==> src/rtl/logic_pipe_pkg.sv <==
// logic_pipe_pkg: shared types and the bitwise operation used by logic_pipe.
//   op_e     : 2-bit operation select (AND / OR / XOR / NAND)
//   apply_op : single-bit result of op on (a, b); the caller applies it per bit
//              so the same function serves any operand width.
package logic_pipe_pkg;

    typedef enum logic [1:0] {
        OP_AND  = 2'b00,
        OP_OR   = 2'b01,
        OP_XOR  = 2'b10,
        OP_NAND = 2'b11
    } op_e;

    function automatic logic apply_op(input logic a, input logic b, input op_e op);
        logic r;
        case (op)
            OP_AND:  r = a & b;
            OP_OR:   r = a | b;
            OP_XOR:  r = a ^ b;
            OP_NAND: r = ~(a & b);
            default: r = 1'b0;
        endcase
        return r;
    endfunction

endpackage

==> src/rtl/logic_pipe_stage.sv <==
// logic_pipe_stage: one register slice of the handshake pipeline.
//   clk_i, rst_ni       : clock, asynchronous active-low reset
//   valid_i, data_i     : upstream valid and data
//   ready_o             : this slice advances this cycle
//   valid_o, data_o     : registered valid and data
//   ready_i             : downstream slice (or consumer) advances this cycle
module logic_pipe_stage #(
    parameter int unsigned WIDTH = 8
) (
    input  logic             clk_i,
    input  logic             rst_ni,
    input  logic             valid_i,
    input  logic [WIDTH-1:0] data_i,
    output logic             ready_o,
    output logic             valid_o,
    output logic [WIDTH-1:0] data_o,
    input  logic             ready_i
);

    logic             valid_q, valid_d;
    logic [WIDTH-1:0] data_q, data_d;
    logic             en;

    // An empty slice always advances, which is what collapses bubbles.
    assign en = !valid_q || ready_i;

    always_comb begin
        valid_d = valid_q;
        data_d  = data_q;
        if (en) begin
            valid_d = valid_i;
            // Data only moves with a valid token, so an idle cycle leaves it untouched.
            if (valid_i) begin
                data_d = data_i;
            end
        end
    end

    always_ff @(posedge clk_i or negedge rst_ni) begin
        if (!rst_ni) begin
            valid_q <= 1'b0;
            data_q  <= '0;
        end else begin
            valid_q <= valid_d;
            data_q  <= data_d;
        end
    end

    assign ready_o = en;
    assign valid_o = valid_q;
    assign data_o  = data_q;

endmodule

==> src/rtl/logic_pipe.sv <==
// logic_pipe: bitwise AND/OR/XOR/NAND of two operands carried through a
// STAGES-deep valid/ready pipeline, with a count of delivered results.
//   clk_i, rst_ni     : clock, asynchronous active-low reset
//   valid_i, ready_o  : input handshake
//   a_i, b_i, op_i    : operands and operation select (op_e)
//   valid_o, ready_i  : output handshake
//   q_o               : result
//   count_o           : results delivered since reset, wrapping
module logic_pipe
    import logic_pipe_pkg::*;
#(
    parameter int unsigned WIDTH  = 8,
    parameter int unsigned STAGES = 2,
    parameter int unsigned CNT_W  = 8
) (
    input  logic             clk_i,
    input  logic             rst_ni,
    input  logic             valid_i,
    output logic             ready_o,
    input  logic [WIDTH-1:0] a_i,
    input  logic [WIDTH-1:0] b_i,
    input  logic [1:0]       op_i,
    output logic             valid_o,
    input  logic             ready_i,
    output logic [WIDTH-1:0] q_o,
    output logic [CNT_W-1:0] count_o
);

    // Index k is the input side of stage k; index STAGES is the pipeline output.
    logic [STAGES:0]  vld;
    logic [STAGES:0]  rdy;
    logic [WIDTH-1:0] dat [STAGES+1];
    logic [WIDTH-1:0] res;

    always_comb begin
        res = '0;
        for (int i = 0; i < int'(WIDTH); i++) begin
            res[i] = apply_op(a_i[i], b_i[i], op_e'(op_i));
        end
    end

    assign vld[0]      = valid_i;
    assign dat[0]      = res;
    assign rdy[STAGES] = ready_i;

    for (genvar k = 0; k < int'(STAGES); k++) begin : g_stage
        logic_pipe_stage #(
            .WIDTH (WIDTH)
        ) u_stage (
            .clk_i   (clk_i),
            .rst_ni  (rst_ni),
            .valid_i (vld[k]),
            .data_i  (dat[k]),
            .ready_o (rdy[k]),
            .valid_o (vld[k+1]),
            .data_o  (dat[k+1]),
            .ready_i (rdy[k+1])
        );
    end

    logic [CNT_W-1:0] count_q, count_d;

    always_comb begin
        count_d = count_q;
        if (vld[STAGES] && ready_i) begin
            count_d = count_q + 1'b1;
        end
    end

    always_ff @(posedge clk_i or negedge rst_ni) begin
        if (!rst_ni) begin
            count_q <= '0;
        end else begin
            count_q <= count_d;
        end
    end

    assign ready_o = rdy[0];
    assign valid_o = vld[STAGES];
    assign q_o     = dat[STAGES];
    assign count_o = count_q;

endmodule

==> config.mk <==
export PLATFORM = sky130hd
export DESIGN_NAME = logic_pipe
export DESIGN_NICKNAME = d
export VERILOG_FILES = /design/src/rtl/logic_pipe_pkg.sv /design/src/rtl/logic_pipe_stage.sv /design/src/rtl/logic_pipe.sv
export SDC_FILE = /design/constraint.sdc
export NUM_CORES = 1
export LEC_CHECK = 0
export ABC_AREA = 1
export BUFFER_PORTS_ARGS = -buffer_cell sky130_fd_sc_hd__clkbuf_2
export CORE_AREA = 4 4 64 66
export CTS_BUF_LIST = sky130_fd_sc_hd__clkbuf_8
export DETAILED_ROUTE_END_ITERATION = 12
export DIE_AREA = 0 0 68 70
export PLACE_DENSITY = 0.87
export SLEW_MARGIN = 20
export SYNTH_ARGS = -nofsm -noshare
export SYNTH_HDL_FRONTEND = slang
export SYNTH_SLANG_ARGS = --single-unit
export TNS_END_PERCENT = 5
==> constraint.sdc <==
create_clock -name clk_i -period 1.15 [get_ports clk_i]
set_clock_uncertainty 0.05 [all_clocks]
set_input_delay 0.1725 -clock clk_i [delete_from_list [all_inputs] [get_ports clk_i]]
set_output_delay 0.1725 -clock clk_i [all_outputs]
set_load 0.03 [all_outputs]
==> impl_metrics.toml <==
[cts]
cts_inserted_buffers = 3
tritoncts = "done"
cts.path.max_buffers = 2
cts_max_level = 1
clk_latency_ns = 0.27
worst_setup_hold_path_clk_slew_ns = 0.09
cts.root.buffer_cell = "sky130_fd_sc_hd__clkbuf_8"
clock-sinks = 26

[detailed_routing]
routed_wirelength_normalized_by_instance_count_um = 10.6
drt_drc_violations_left = 0
num_vias = 1446
postRouteAntennaNets = 0
first_pass_detailed_route_iteration_total = 4
detail_route.iter0.violations = 34
via_cell_ratio = 4.68
postRouteWirelength_mm = 3.26

[sta]
final_max_slew_violation_count = 0
maxClockFrequency_mhz = 833
finalCritPeriodShare = 1.04
fin_setup_tns_ns = -0.139
finalCriticalPeriod_ns = 1.20
setup-violations-final = 4
rsz0062_at_grt = "yes"
tightestPinTransition_ns = 0.407
setup_ws_ns = -0.0499
max-slew-margin-rel = 0.728
finalHoldViolCount = 0

[setup_path]
rrSetupSlack_ns = -0.04
crit_path_end_kind = "primary output"
timing.rr.start = "count_o[0]"
reg2regPathDepth = 5
cp_required_ns = 0.93
timing.rr.end = "count_o[4]"
crit_type = "flop to primary output"
critPathMaxFanout = 3
arrival_ns = 0.98
startpoint_types = "flop"

[final_layout]
post_route_core_utilization = 0.601
post-route-cell-area_um2 = 2150
area.growth.synth_to_final_pct = 26.6
num_antenna_cells = 0
post_route_cells_drive_above_1_share = 0.310
fin_nets = 301
post_layout_nonfiller_instances = 309

[pwr]
static_leakage_nw = 1.19
vdd_drop_max_mv = 0.716
power-per-cell-area_nw_per_um2 = 1780

[global_routing]
grt_pass1_wl_mm = 5.74
global_route.usage.total = 0.152
antenna_found_initial = 0
grt_start_max_net_pins = 18
grt_pass1_vias = 1379
total_congestion_overflow = 0

[yosys]
synth_sequential_area_ratio = 0.383
synth-async-reset-ratio = 1.00
synthesis.area_um2 = 1700
synthDominantAreaCellType = "sky130_fd_sc_hd__dfrtp_1"
postSynthCellCount = 218
synth_largest_type_area_fraction = 0.383
synth-seq-cells = 26
syn_nets = 257
yosysWarningCount = 0
synth_edf_count = 0
count_leader_synth = "sky130_fd_sc_hd__nand2_1"
post_synth_num_cell_types = 25
ys_dominant_reg_cell = "sky130_fd_sc_hd__dfrtp_1"
post_synthesis_area_per_instance_um2 = 7.79
synth_cell_count_leaders = "sky130_fd_sc_hd__nand2_1, sky130_fd_sc_hd__inv_1, sky130_fd_sc_hd__dfrtp_1, sky130_fd_sc_hd__nand3_1, sky130_fd_sc_hd__ha_1"
yosys-top-cells-area = "sky130_fd_sc_hd__dfrtp_1, sky130_fd_sc_hd__nand2_1, sky130_fd_sc_hd__ha_1"

[die]
initial_cell_density_of_the_core = 0.475
core.rowCount = 22
dieArea_um2 = 4760
die-width_um = 68
dieHeight_um = 70
floorplan.io_pins = 40
fp.coreArea_um2 = 3580

[placed_design]
weighted_congestion_at_the_end_of_routability_driven_global_placement = 0.774
place_inst = 298
port-buffer-count = 39
place.detailed.hpwl_mm = 2.51
dpl_cell_area_um2 = 1910

[min_path]
min_path_cells = 3
min_to = "g_stage[0].u_stage.valid_o"
worst_hold_path_type = "input pin to flop"
hold_start = "valid_i"

[run_status]
run_status = "finished, violations left"
failed_checks = "setup timing"

[flow_run]
timing.max_cap.violations = 0
==> what timing repair did <==
| item | 4_1_cts | 5_1_grt |
|---|---|---|
| cloned | 0 | 0 |
| endpoints found under the hold margin | 10 | 0 |
| endpoints found under the setup margin | 6 | 22 |
| hold buffers | 1 | 0 |
| pin swaps | 1 | 4 |
| buffers inserted | 5 | 1 |
| gates resized for setup | 17 | 20 |
==> power by group <==
| part | switching [mW] | total (mW) | internal, mW | leakage [nW] |
|---|---|---|---|---|
| Sequential | 0.251 | 1.43 | 1.18 | 0.312 |
| Combinational | 0.940 | 1.66 | 0.721 | 0.845 |
| Clock | 0.280 | 0.746 | 0.466 | 0.0357 |
==> area by class of cell <==
cell class	instances	area [um2]
clock buffers	3	41.3
repair buffers	52	360
well taps	48	60.1
inverters	35	133
multi-input cells	144	870
clock inverters	1	30.0
fillers	330	1430
flip-flops and latches	26	657
==> metrics by stage <==
step | hold slack [ns] | total power [mW] | setup WS (ns)
finish | 0.194 | 3.84 | -0.0499
global route | 0.217 | 4.08 | -0.0822
CTS | 0.180 | 3.71 | -0.0575
detailed placement | 0.00901 | 2.72 | 0.0189
global placement | 0.00592 | 2.66 | 0.0498
floorplan | -0.173 | 2.40 | -0.0640
==> how the worst max path moves through the flow <==
stage	slack, ns	start	end	cells after the start
floorplan	-0.06	g_stage[1].u_stage.valid_o	count_o[4]	4
global placement	0.05	g_stage[1].u_stage.valid_o	count_o[4]	4
detailed placement	0.02	g_stage[1].u_stage.valid_o	count_o[4]	4
CTS	-0.06	count_o[0]	count_o[0]	2
global route	-0.08	count_o[0]	count_o[4]	5
finish	-0.05	count_o[0]	count_o[0]	2
==> cells in the final DEF (no fill, tap or decap), types with 2 or more instances in the layout <==
| cell | count |
|---|---|
| sky130_fd_sc_hd__nor2_1 | 12 |
| sky130_fd_sc_hd__a21oi_2 | 7 |
| sky130_fd_sc_hd__buf_4 | 11 |
| sky130_fd_sc_hd__buf_6 | 3 |
| sky130_fd_sc_hd__clkbuf_8 | 4 |
| sky130_fd_sc_hd__ha_1 | 16 |
| sky130_fd_sc_hd__dfrtp_2 | 5 |
| sky130_fd_sc_hd__buf_8 | 4 |
| sky130_fd_sc_hd__o21ai_0 | 2 |
| sky130_fd_sc_hd__inv_2 | 2 |
| sky130_fd_sc_hd__nor2_4 | 3 |
| sky130_fd_sc_hd__nand3_1 | 19 |
| sky130_fd_sc_hd__xor2_1 | 2 |
| sky130_fd_sc_hd__nor2_2 | 2 |
| sky130_fd_sc_hd__nand2_2 | 2 |
| sky130_fd_sc_hd__dfrtp_1 | 21 |
| sky130_fd_sc_hd__inv_1 | 32 |
| sky130_fd_sc_hd__xnor2_1 | 2 |
| sky130_fd_sc_hd__nand2_1 | 67 |
| sky130_fd_sc_hd__clkbuf_2 | 31 |
| sky130_fd_sc_hd__nand4_1 | 3 |
==> kinds of logic (layout without fill, tap and decap cells) <==
family                     Yosys count  count (layout)  synth area share
AOI/OAI and AO/OA                   11              11            0.0361
xor gates and xnor gates             4               4            0.0206
adders and majority gates           17              17             0.125
buffers and inverters               48              91             0.140
DFF                                 26              26             0.383
muxes                                1               1           0.00663
and+or+nand+nor                    111             111             0.289
==> sequential cells by signal, indices dropped and copies added (netlist names) <==
signal,flops
g_stage.u_stage.valid_o,2
g_stage.u_stage.data_o,16
count_o,8
==> critical path: stages, from the launching register on <==
cell and delay [ns]:
sky130_fd_sc_hd__dfrtp_2 0.45, sky130_fd_sc_hd__buf_6 0.13, sky130_fd_sc_hd__buf_8 0.12
==> routing by layer <==
metal / vias up / global-route usage / wire length, um
met5: - / 0 / 0
met4: 0 / 0.0817 / 74
met3: 7 / 0.0257 / 228
met2: 45 / 0.249 / 1600
met1: 643 / 0.184 / 1360
li1: 751 / - / -
No activity file was read; power rests on OpenSTA's default activity.
